==> config.mk <==
export PLATFORM = sky130hd
export DESIGN_NAME = ws2812b_tx_flat
export DESIGN_NICKNAME = d
export VERILOG_FILES = /design/src/rtl/ws2812b_pkg.sv /design/src/rtl/ws2812b_tx_if.sv /design/src/rtl/ws2812b_tx.sv /design/src/flat_wrapper.sv
export SDC_FILE = /design/constraint.sdc
export NUM_CORES = 1
export LEC_CHECK = 0
export CORE_ASPECT_RATIO = 1.5
export CORE_MARGIN = 10
export CORE_UTILIZATION = 50
export DETAILED_ROUTE_END_ITERATION = 12
export PLACE_DENSITY = 0.77
export SLEW_MARGIN = 10
export SYNTH_ARGS = -nofsm -noshare
export SYNTH_HDL_FRONTEND = slang
export SYNTH_SLANG_ARGS = --single-unit
==> constraint.sdc <==
create_clock -name clk -period 4 [get_ports clk]
set_input_delay 1 -clock clk [delete_from_list [all_inputs] [get_ports clk]]
set_output_delay 1 -clock clk [all_outputs]
set_load 0.005 [all_outputs]
==> src/rtl/ws2812b_pkg.sv <==
// Shared definitions for the WS2812B bit serializer: pixel payload layout,
// FSM state encoding and default pulse timing at a 64 MHz system clock.
package ws2812b_pkg;

  // Pixel word geometry
  localparam int unsigned PIXEL_W   = 24;
  localparam int unsigned BIT_IDX_W = 5;

  // Default timing in clk cycles at 64 MHz
  localparam int unsigned T0H_CYC_DEF   = 26;     // 406 ns high for a 0 bit
  localparam int unsigned T1H_CYC_DEF   = 51;     // 797 ns high for a 1 bit
  localparam int unsigned BIT_CYC_DEF   = 80;     // 1.25 us bit period
  localparam int unsigned RESET_CYC_DEF = 19200;  // 300 us latch interval
  localparam int unsigned CNT_W_DEF     = 15;

  // FSM state encoding
  localparam logic [1:0] S_IDLE  = 2'd0;
  localparam logic [1:0] S_HIGH  = 2'd1;
  localparam logic [1:0] S_LOW   = 2'd2;
  localparam logic [1:0] S_LATCH = 2'd3;

  // Pixel payload as delivered by the controller, sent G first, MSB first
  typedef struct packed {
    logic [7:0] g;
    logic [7:0] r;
    logic [7:0] b;
  } pixel_t;

endpackage

==> src/rtl/ws2812b_tx_if.sv <==
// Pixel handshake between the WS2812B controller (master) and the bit
// serializer (slave).
//   valid   : master offers data_in/latch
//   latch   : follow this pixel with a strip latch interval
//   data_in : {G, R, B} pixel word
//   ready   : slave can accept a pixel this cycle
interface ws2812b_tx_if;
  import ws2812b_pkg::*;

  logic   valid;
  logic   latch;
  pixel_t data_in;
  logic   ready;

  modport master (
    output valid,
    output latch,
    output data_in,
    input  ready
  );

  modport slave (
    input  valid,
    input  latch,
    input  data_in,
    output ready
  );

endinterface

==> src/rtl/ws2812b_tx.sv <==
// WS2812B single-wire NRZ serializer. Accepts one 24-bit GRB pixel per
// valid/ready handshake and shifts it out MSB first on led, optionally
// followed by a low latch interval.
//   clk   : system clock (64 MHz nominal)
//   reset : synchronous, active-high reset
//   bus   : pixel handshake (slave side): valid, latch, data_in, ready
//   led   : registered serial line to the strip
module ws2812b_tx
  import ws2812b_pkg::*;
#(
  parameter int unsigned T0H_CYC   = T0H_CYC_DEF,
  parameter int unsigned T1H_CYC   = T1H_CYC_DEF,
  parameter int unsigned BIT_CYC   = BIT_CYC_DEF,
  parameter int unsigned RESET_CYC = RESET_CYC_DEF,
  parameter int unsigned CNT_W     = CNT_W_DEF
) (
  input  logic        clk,
  input  logic        reset,
  ws2812b_tx_if.slave bus,
  output logic        led
);

  logic [1:0]           state_q,   state_nxt;
  logic [CNT_W-1:0]     cnt_q,     cnt_nxt;
  logic [BIT_IDX_W-1:0] bit_idx_q, bit_idx_nxt;
  logic [PIXEL_W-1:0]   shift_q,   shift_nxt;
  logic                 latch_q,   latch_nxt;
  logic                 led_q;
  logic                 ready_q;

  logic                 high_done_c;
  logic                 bit_done_c;
  logic                 latch_done_c;

  // Phase-end detection; the current bit always sits in the shift MSB
  assign high_done_c  = shift_q[PIXEL_W-1] ? (cnt_q == CNT_W'(T1H_CYC - 1))
                                           : (cnt_q == CNT_W'(T0H_CYC - 1));
  assign bit_done_c   = (cnt_q == CNT_W'(BIT_CYC - 1));
  assign latch_done_c = (cnt_q == CNT_W'(RESET_CYC - 1));

  // Next-state logic
  always_comb begin
    state_nxt   = state_q;
    cnt_nxt     = cnt_q;
    bit_idx_nxt = bit_idx_q;
    shift_nxt   = shift_q;
    latch_nxt   = latch_q;

    case (state_q)
      S_IDLE: begin
        if (bus.valid) begin
          state_nxt   = S_HIGH;
          cnt_nxt     = '0;
          bit_idx_nxt = BIT_IDX_W'(PIXEL_W - 1);
          shift_nxt   = bus.data_in;
          latch_nxt   = bus.latch;
        end
      end

      S_HIGH: begin
        cnt_nxt = cnt_q + CNT_W'(1);
        if (high_done_c) begin
          state_nxt = S_LOW;
        end
      end

      S_LOW: begin
        if (bit_done_c) begin
          cnt_nxt = '0;
          if (bit_idx_q != '0) begin
            state_nxt   = S_HIGH;
            bit_idx_nxt = bit_idx_q - BIT_IDX_W'(1);
            shift_nxt   = {shift_q[PIXEL_W-2:0], 1'b0};
          end else if (latch_q) begin
            state_nxt = S_LATCH;
            latch_nxt = 1'b0;
          end else begin
            state_nxt = S_IDLE;
          end
        end else begin
          cnt_nxt = cnt_q + CNT_W'(1);
        end
      end

      S_LATCH: begin
        if (latch_done_c) begin
          state_nxt = S_IDLE;
          cnt_nxt   = '0;
        end else begin
          cnt_nxt = cnt_q + CNT_W'(1);
        end
      end

      default: begin
        state_nxt = S_IDLE;
        cnt_nxt   = '0;
      end
    endcase
  end

  // State and output registers; led/ready are decoded from the next state
  // so both are plain flops aligned with the state they describe
  always_ff @(posedge clk) begin
    if (reset) begin
      state_q   <= S_IDLE;
      cnt_q     <= '0;
      bit_idx_q <= '0;
      shift_q   <= '0;
      latch_q   <= 1'b0;
      led_q     <= 1'b0;
      ready_q   <= 1'b1;
    end else begin
      state_q   <= state_nxt;
      cnt_q     <= cnt_nxt;
      bit_idx_q <= bit_idx_nxt;
      shift_q   <= shift_nxt;
      latch_q   <= latch_nxt;
      led_q     <= (state_nxt == S_HIGH);
      ready_q   <= (state_nxt == S_IDLE);
    end
  end

  assign led       = led_q;
  assign bus.ready = ready_q;

endmodule

==> src/flat_wrapper.sv <==
// flat-port wrapper written by rule: the top's interface ports become plain ports
module ws2812b_tx_flat import ws2812b_pkg::*;
#(
  parameter int unsigned T0H_CYC   = T0H_CYC_DEF,
  parameter int unsigned T1H_CYC   = T1H_CYC_DEF,
  parameter int unsigned BIT_CYC   = BIT_CYC_DEF,
  parameter int unsigned RESET_CYC = RESET_CYC_DEF,
  parameter int unsigned CNT_W     = CNT_W_DEF
)
  (clk, reset, led, bus_valid, bus_latch, bus_data_in, bus_ready);
  ws2812b_tx_if bus_i ();
  input  logic clk;
  input  logic reset;
  output logic led;
  input wire logic [$bits(bus_i.valid)-1:0] bus_valid;
  input wire logic [$bits(bus_i.latch)-1:0] bus_latch;
  input wire logic [$bits(bus_i.data_in)-1:0] bus_data_in;
  output wire logic [$bits(bus_i.ready)-1:0] bus_ready;
  assign bus_i.valid = bus_valid;
  assign bus_i.latch = bus_latch;
  assign bus_i.data_in = bus_data_in;
  assign bus_ready = bus_i.ready;
  ws2812b_tx #(.T0H_CYC(T0H_CYC), .T1H_CYC(T1H_CYC), .BIT_CYC(BIT_CYC), .RESET_CYC(RESET_CYC), .CNT_W(CNT_W)) u_core (.clk(clk), .reset(reset), .bus(bus_i), .led(led));
endmodule
Yosys cells after proc, flatten, opt, wreduce, memory -nomap -nowiden
Index checks and enable logic that the tools add are counted.

Register bits after elaboration: 49. Input bits: 28. Output and inout bits: 2. Logic and storage cells: 51.

Add/sub/neg operators: 2. Eq/ne operators: 12. Muxes and demuxes: 24. Reduce and logical (&&, ||, !) cells: 6.

Operators by type and width (number): 24-bit 2-to-1 mux (3); 15-bit case mux with 4 select lines (1); 24-bit case mux with 2 select lines (1); 15-bit 2-to-1 mux (3); 15-bit by 1-bit adder with 15-bit output (second input constant) (1); 15-bit equality test (second input constant) (1); 15-bit by 5-bit equality test with 1-bit output (second input constant) (1); 15-bit by 6-bit equality test with 1-bit output (second input constant) (1); 15-bit by 7-bit equality test with 1-bit output (second input constant) (1); 5-bit 2-to-1 mux (3); 2-bit 2-to-1 mux (6); 5-bit case mux with 2 select lines (1); 2-bit case mux with 4 select lines (1); 4-bit AND reduction (2); 5-bit nonzero test (1); 5-bit by 1-bit subtractor with 5-bit output (second input constant) (1); 2-bit by 1-bit equality test with 1-bit output (second input constant) (2); 2-bit equality test (second input constant) (2); 2-bit logical NOT (2); 1-bit 2-to-1 mux (4); 2-bit by 1-bit != test with 1-bit output (second input constant) (2); 2-bit != test (second input constant) (2); 1-bit case mux with 2 select lines (1); 2-bit nonzero test (1).

Longest topological paths before layout
Gate-level depths: netlist of the first run.

Word-level depth: 5. Depth in mapped cells: 8. Mapped depth without buffers: 6.

Worst setup path before layout of the first run
No wires, ideal clock.

Path kind: reg-to-reg. Start: reg u_core.cnt_q[8]. End: reg u_core.cnt_q[14]. Setup time: 117 ps. Data arrival time: 1970 ps. Required time: 3883 ps. Slack: 1913 ps. Cell stages (with the launch flop): 8. Path buffers: 2. Clock period less this slack: 2087 ps. Cell sequence: dfxtp_1 > buf_6 > or4_4 > o41ai_4 > a31oi_1 > buf_2 > a21o_1 > a22o_1.

Word-level cells in the longest chain between the ends: 3. Elaborated cells between the ends (all ways): 6. Classes of those cells: 1 x add/sub; 2 x eq/ne; 3 x mux.

Ends and longest elaborated chain: from (decl) (line ws2812b_tx.sv:24) `logic [CNT_W-1:0] cnt_q, cnt_nxt;`; from (signal assigned) (line ws2812b_tx.sv:114) `cnt_q <= cnt_nxt;`; 15-bit by 1-bit adder with 15-bit output, or another cell as far along (line ws2812b_tx.sv:61, ws2812b_tx.sv:81, ws2812b_tx.sv:90); 15-bit 2-to-1 mux (on tied branches) (line ws2812b_tx.sv:86, ws2812b_tx.sv:68); 15-bit case mux with 4 select lines * (line ws2812b_tx.sv:49) `case (state_q)`.

Every way passes the cells marked *; elsewhere a longest branch is shown, timed or not. A chain may end at the register's enable or synchronous reset.

Worst setup path in the final report of the first run
Start: reg u_core.cnt_q[8]. End: reg u_core.bit_idx_q[3].

Word-level cells in the longest chain between the ends: 3.

Ends and longest elaborated chain: 15-bit by 7-bit equality test with 1-bit output (line ws2812b_tx.sv:38) `assign bit_done_c = (cnt_q == CNT_W'(BIT_CYC - 1));`; 2-bit by 1-bit != test with 1-bit output (no source line); 4-bit AND reduction (no source line); to (signal assigned) (line ws2812b_tx.sv:115) `bit_idx_q <= bit_idx_nxt;`; to (decl) (line ws2812b_tx.sv:25) `logic [BIT_IDX_W-1:0] bit_idx_q, bit_idx_nxt;`.

Every way passes these cells.

==> out/summary.txt, run 1 <==
status -> finished clean
Setup crit start kind -> flop
Post-DRT Antenna Nets -> 0
H-tree depth -> 2
number of post-CTS setup repair buffers -> 0
Logic pwr share -> 14.8%
GRT overflow -> 0
FILL cells -> 473
Die X -> 79.2 µm
Worst-Skew Late Latency -> 0.31 ns
post-CTS resize count -> 0
final net count -> 327
Post-Syn Instances -> 279
GPL Wtd Cong -> 0.796
min Tclk post-route -> 2.73 ns
final hold vios -> 0
Final TNS setup -> 0 ns
hold path startpoint -> u_core.shift_q[0]$_SDFFE_PP0P_
sw power -> 0.268 mW
Post-Syn Area -> 2630 µm²
worst-margin pin slew -> 0.881 ns
RR Startpoint -> u_core.cnt_q[8]$_SDFFE_PP0P_
yosys warns -> 0
Worst Setup Path Type -> reg2reg
initial core utilization -> 51.2%
number of synthesized register bits -> 49
reg2reg end -> u_core.bit_idx_q[3]$_SDFFE_PP0P_
DRC Markers -> 0
CTS sink cnt -> 49
layout cell share with drive strength beyond 1 -> 15.5%
largest net degree at the start of global routing -> 53
Rows -> 32
VDD IR-drop max -> 0.205 mV
f_max -> 0.367 GHz
min-delay worst type -> reg2reg
syn avg cell area -> 9.41 µm²
Net Sw Frac -> 26.8%
sequential area share after synthesis -> 37.4%
Clock Pin Slew Worst Setup and Hold Paths -> 0.09 ns
Power Internal -> 0.733 mW
Final Max Slew Viols -> 0
vias in the first global route -> 2125
DRT iter0 DRCs -> 114
Synth cell types -> 49
fraction of registers with async set/reset -> 0%
Setup Viol. Count Final -> 0
hold_buf cts -> 0
worst relative slew slack -> 41.2%
Initial DRT Pass Iterations -> 4
Die Area -> 8610 µm²
Placeable Area -> 5120 µm²
Post-synth EDFFs -> 0
Hold Crit Depth -> 2
FF-to-FF path depth -> 6
unrepaired setup endpoints after global routing -> false
most frequent cells in the layout -> dfxtp_1, nor2_1, mux2i_1, clkdlybuf4s50_1, a211oi_2
leak pwr -> 1.18 nW
Die Ht -> 109 µm
Inserted Clock Buffers -> 5
ANT cells -> 0
clock power share -> 31.8%
root buffer cell -> clkbuf_8
arrival time worst endpoint -> 2.94 ns
layout overhead on the synthesized area -> 14.7%
Syn Nets -> 310
max_cap viols -> 0
DP HPWL -> 3920 µm
CTS tree -> yes
ratio of final minimum period to clock period -> 68.1%
Design Power -> 1.00 mW
clk buf depth -> 2
WL final -> 5400 µm
sequential power share -> 53.4%
final cell count without fillers -> 365
WL/cell -> 14.8 µm
worst reg2reg setup slack -> 1.27 ns
DP Cell Count -> 357
IO buf count -> 29
Synth Flop Type -> dfxtp_1
Via Count -> 2119
first-pass GRT wire length -> 9410 µm
commonest non-fill, non-tap cell in the layout -> dfxtp_1
Critical Path End Type -> flop
Hold EP -> u_core.shift_q[0]$_SDFFE_PP0P_
Pwr per Cell Area -> 332 nW/µm²
Worst Path Max Fanout -> 52
Max Clock Skew -> 0.00536 ns
mean number of vias per cell -> 5.81
antenna violations before repair -> 0
GRT Overall Usage -> 13.2%
number of I/O pins -> 30
critical path required time -> 4.21 ns
## per-stage QoR
stage,instance area [µm²],hold slack (ns),setup WS [ns],utilization (%)
floorplan,2630,0.431,1.91,-
global placement,2910,0.451,1.16,56.8
detailed placement,2910,0.457,1.14,56.8
CTS,3010,0.472,1.28,58.7
global route,3010,0.497,1.01,58.7
finish,3010,0.469,1.27,58.7
## how the worst max path moves through the flow
stage / cells past startpoint / slack [ns] / end / startpoint
floorplan: 7 / 1.91 / u_core.cnt_q[14]$_SDFFE_PP0P_ / u_core.cnt_q[8]$_SDFFE_PP0P_
detailed placement: 6 / 1.14 / u_core.bit_idx_q[3]$_SDFFE_PP0P_ / bus_valid
finish: 6 / 1.27 / u_core.bit_idx_q[3]$_SDFFE_PP0P_ / u_core.cnt_q[8]$_SDFFE_PP0P_
CTS: 6 / 1.28 / u_core.bit_idx_q[3]$_SDFFE_PP0P_ / u_core.cnt_q[8]$_SDFFE_PP0P_
global placement: 6 / 1.16 / u_core.bit_idx_q[3]$_SDFFE_PP0P_ / bus_valid
global route: 6 / 1.01 / u_core.bit_idx_q[3]$_SDFFE_PP0P_ / u_core.cnt_q[8]$_SDFFE_PP0P_
## layer usage
layer / GRT usage, % / share of wire [%]
met5: 0 / 0
met4: 5.78 / 1.7
met3: 2.97 / 2.4
met2: 23.8 / 54
met1: 14.3 / 42
## synthesized netlist by cell type, types with 2 or more instances
cell | count | area [µm²]
inv_1 | 7 | 26.3
nor4bb_1 | 2 | 20.0
and2_1 | 3 | 18.8
nor3_1 | 10 | 50.1
a31oi_1 | 2 | 12.5
mux2i_1 | 31 | 310
dfxtp_1 | 49 | 981
a211oi_1 | 4 | 30.0
nand4_1 | 7 | 43.8
nand2_1 | 10 | 37.5
and3_1 | 3 | 18.8
a21oi_1 | 12 | 60.1
buf_2 | 4 | 20.0
a311oi_2 | 2 | 30.0
a211oi_2 | 23 | 288
buf_6 | 3 | 33.8
nor2_1 | 35 | 131
o21ai_0 | 4 | 20.0
and4_1 | 3 | 26.3
nand3_1 | 11 | 55.1
clkbuf_1 | 14 | 52.6
a22o_1 | 3 | 26.3
nor4_1 | 8 | 50.1
xnor2_1 | 2 | 17.5
ha_1 | 3 | 37.5
## registers in the layout (all words and copies together) (netlist names)
name,flops
u_core.shift_q,24
u_core.cnt_q,15
u_core.bus.ready,1
u_core.led,1
u_core.latch_q,1
u_core.bit_idx_q,5
u_core.state_q,2
## logic make-up (layout without fill, tap and decap cells)
kind of cell | count (synthesis) | count (layout) | share of synthesized area, %
flops | 49 | 49 | 37.4
fa+ha+maj | 3 | 3 | 1.43
xor+xnor | 2 | 2 | 0.667
simple gates | 101 | 101 | 19.8
buf+inv | 30 | 48 | 5.48
mux | 32 | 32 | 12.2
compound gates | 62 | 62 | 23.0
## critical path, stage by stage (launching register included)
cell	delay, ns
dfxtp_1	0.41
nor4_1	0.58
nand4_1	0.34
o31ai_4	0.28
buf_4	0.55
a2111oi_0	0.21
a31o_2	0.25
## final cells by class
class                   count  area, µm²  area share [%]
clock inverters             2       17.5           0.582
well taps                  68       85.1            2.83
multi-input cells         200       1500            49.9
clock buffers               6       82.6            2.74
inverters                   7       26.3           0.873
flip-flops and latches     49        981            32.6
repair buffers             33        315            10.5
## power by group through the flow
stage	Combinational, mW	Sequential [mW]	Clock, mW
after floorplan	0.104	0.541	0
after global placement	0.145	0.545	0
after detailed placement	0.149	0.546	0
after CTS	0.150	0.534	0.329
after global routing	0.165	0.538	0.346
final	0.148	0.535	0.318
Power figures use the tool's default switching activity.
==> inputs of run 2 (changes only) <==
- clock period: 4 -> 2.7 ns (I/O delays scaled with it)
==> run 2 against run 1 <==
Net effect:
- sequential cell count is the same
- die area is the same
- first-iteration DRC count grew 97%
- count of clock-buffer cells in the layout shrank 1
- clock power grew 44%
- non-clock buffer count grew 5
==> out/summary.txt, run 2 (same netlist as run 1, synthesis figures left out) <==
status -> finished clean (unchanged)
WL/cell -> 14.8 µm (about the same)
DP HPWL -> 4130 µm (was 3920 µm)
Die Area -> 8610 µm² (unchanged)
final net count -> 332 (was 327)
Placeable Area -> 5120 µm² (unchanged)
first-pass GRT wire length -> 9360 µm (was 9410 µm)
commonest non-fill, non-tap cell in the layout -> dfxtp_1 (unchanged)
hold path startpoint -> u_core.shift_q[0]$_SDFFE_PP0P_ (unchanged)
CP Cell Sequence -> nor4_1 > nand4_1 > o31ai_4 > buf_4 > nor2_1 > a311oi_2 (was nor4_1 > nand4_1 > o31ai_4 > buf_4 > a2111oi_0 > a31o_2)
ANT cells -> 0 (unchanged)
sw power -> 0.407 mW (was 0.268 mW)
Worst-Skew Late Latency -> 0.31 ns (about the same)
slowest cell delay on critical path -> 0.52 ns (was 0.58 ns)
sequential power share -> 53.6% (was 53.4%)
Final TNS setup -> 0 ns (unchanged)
max_cap viols -> 0 (unchanged)
Setup Viol. Count Final -> 0 (unchanged)
post-CTS resize count -> 0 (unchanged)
DRC Markers -> 0 (unchanged)
most frequent cells in the layout -> dfxtp_1, nor2_1, mux2i_1, clkdlybuf4s50_1, a211oi_2 (unchanged)
Pwr per Cell Area -> 483 nW/µm² (was 332 nW/µm²)
Logic pwr share -> 15.4% (was 14.8%)
number of I/O pins -> 30 (unchanged)
worst-margin pin slew -> 0.568 ns (was 0.881 ns)
Inserted Clock Buffers -> 5 (unchanged)
Max Clock Skew -> 0.00662 ns (was 0.00536 ns)
GRT overflow -> 0 (unchanged)
vias in the first global route -> 2104 (was 2125)
Power Internal -> 1.07 mW (was 0.733 mW)
Die Ht -> 109 µm (unchanged)
layout overhead on the synthesized area -> 16.3% (was 14.7%)
f_max -> 0.435 GHz (was 0.367 GHz)
antenna violations before repair -> 0 (unchanged)
final hold vios -> 0 (unchanged)
Post-DRT Antenna Nets -> 0 (unchanged)
Final Max Slew Viols -> 0 (unchanged)
worst relative slew slack -> 61.8% (was 41.2%)
Net Sw Frac -> 27.6% (was 26.8%)
IO buf count -> 29 (unchanged)
min-delay worst type -> reg2reg (unchanged)
Initial DRT Pass Iterations -> 4 (unchanged)
clk buf depth -> 2 (unchanged)
unrepaired setup endpoints after global routing -> false (unchanged)
DRT iter0 DRCs -> 225 (was 114)
WL final -> 5490 µm (was 5400 µm)
root buffer cell -> clkbuf_8 (unchanged)
Setup crit start kind -> flop (unchanged)
RR Startpoint -> u_core.cnt_q[9]$_SDFFE_PP0P_ (was u_core.cnt_q[8]$_SDFFE_PP0P_)
ratio of final minimum period to clock period -> 85.2% (was 68.1%)
PnR worst setup slack -> 0.400 ns (was 1.27 ns)
VDD IR-drop max -> 0.261 mV (was 0.205 mV)
slowest CP cell -> nor4_1 (unchanged)
GPL Wtd Cong -> 0.807 (was 0.796)
Die X -> 79.2 µm (unchanged)
biggest regs -> u_core.shift_q (24), u_core.cnt_q (15), u_core.bit_idx_q (5) (unchanged)
initial core utilization -> 51.2% (unchanged)
Place WS -> 0.461 ns (was 1.14 ns)
max reg flops -> 24 (unchanged)
CTS tree -> yes (unchanged)
Post-Route Utilization -> 59.6% (was 58.7%)
layout cell share with drive strength beyond 1 -> 16.9% (was 15.5%)
clock power share -> 31.0% (was 31.8%)
Clock Pin Slew Worst Setup and Hold Paths -> 0.10 ns (was 0.09 ns)
GRT Overall Usage -> 13.1% (was 13.2%)
Rows -> 32 (unchanged)
Worst Setup Path Type -> reg2reg (unchanged)
Setup crit start -> u_core.cnt_q[9]$_SDFFE_PP0P_ (was u_core.cnt_q[8]$_SDFFE_PP0P_)
mean number of vias per cell -> 5.74 (was 5.81)
largest net degree at the start of global routing -> 33 (was 53)
H-tree depth -> 2 (unchanged)
Design Power -> 1.47 mW (was 1.00 mW)
leak pwr -> 1.20 nW (was 1.18 nW)
critical path required time -> 2.92 ns (was 4.21 ns)
Via Count -> 2124 (was 2119)
number of post-CTS setup repair buffers -> 0 (unchanged)
CTS sink cnt -> 49 (unchanged)
Worst Path Max Fanout -> 20 (was 52)
hold_buf cts -> 0 (unchanged)
arrival time worst endpoint -> 2.52 ns (was 2.94 ns)
register bank with the most flops -> u_core.shift_q (unchanged)
Critical Path End Type -> flop (unchanged)
min Tclk post-route -> 2.30 ns (was 2.73 ns)
-- run 2: path summary, 6_finish.rpt --
check | end | slack [ns] | depth (start not counted)
max | u_core.bit_idx_q[1]$_SDFFE_PP0P_ | 0.40 | 6
min | u_core.shift_q[0]$_SDFFE_PP0P_ | 0.46 | 2
max reg2reg | u_core.bit_idx_q[1]$_SDFFE_PP0P_ | 0.40 | 6
min reg2reg | u_core.shift_q[0]$_SDFFE_PP0P_ | 0.46 | 2
-- run 2: stage by stage --
step / hold slack (ns) / std cells / instance area [µm²]
2_1_floorplan: 0.431 / 279 / 2630
5_1_grt: 0.485 / 370 / 3050
3_5_place_dp: 0.450 / 362 / 2960
6_report: 0.465 / 370 / 3050
4_1_cts: 0.465 / 370 / 3050
3_3_place_gp: 0.447 / 362 / 2960
-- run 2: critical path, delay by kind of cell, from the launching register on --
| kind | cells | cell delay (ns) |
|---|---|---|
| flip-flops | 1 | 0.40 |
| AO/OA/AOI/OAI | 2 | 0.57 |
| buffers and inverters | 1 | 0.31 |
| AND/OR/NAND/NOR | 3 | 0.93 |
-- run 2: area by class of cell --
cell class              count  area (µm²)
fillers                   497        2070
well taps                  68        85.1
repair buffers             38         365
clock inverters             3        25.0
flip-flops and latches     49         981
clock buffers               5        68.8
multi-input cells         200        1500
inverters                   7        26.3
-- run 2: layer usage --
metal  track usage (%)  up-vias  wire, µm
met5                 0        -         0
met4              5.14        0        80
met3              2.97        6       176
met2              24.6       38      3020
met1              13.6      998      2210
li1                  -     1082         -
-- run 2: power groups by stage --
| stage | clock, mW | combinational [mW] | sequential [mW] |
|---|---|---|---|
| 2_1_floorplan | 0 | 0.154 | 0.801 |
| 3_3_place_gp | 0 | 0.223 | 0.806 |
| 3_5_place_dp | 0 | 0.229 | 0.808 |
| 4_1_cts | 0.468 | 0.229 | 0.791 |
| 5_1_grt | 0.495 | 0.251 | 0.797 |
| 6_report | 0.457 | 0.227 | 0.791 |
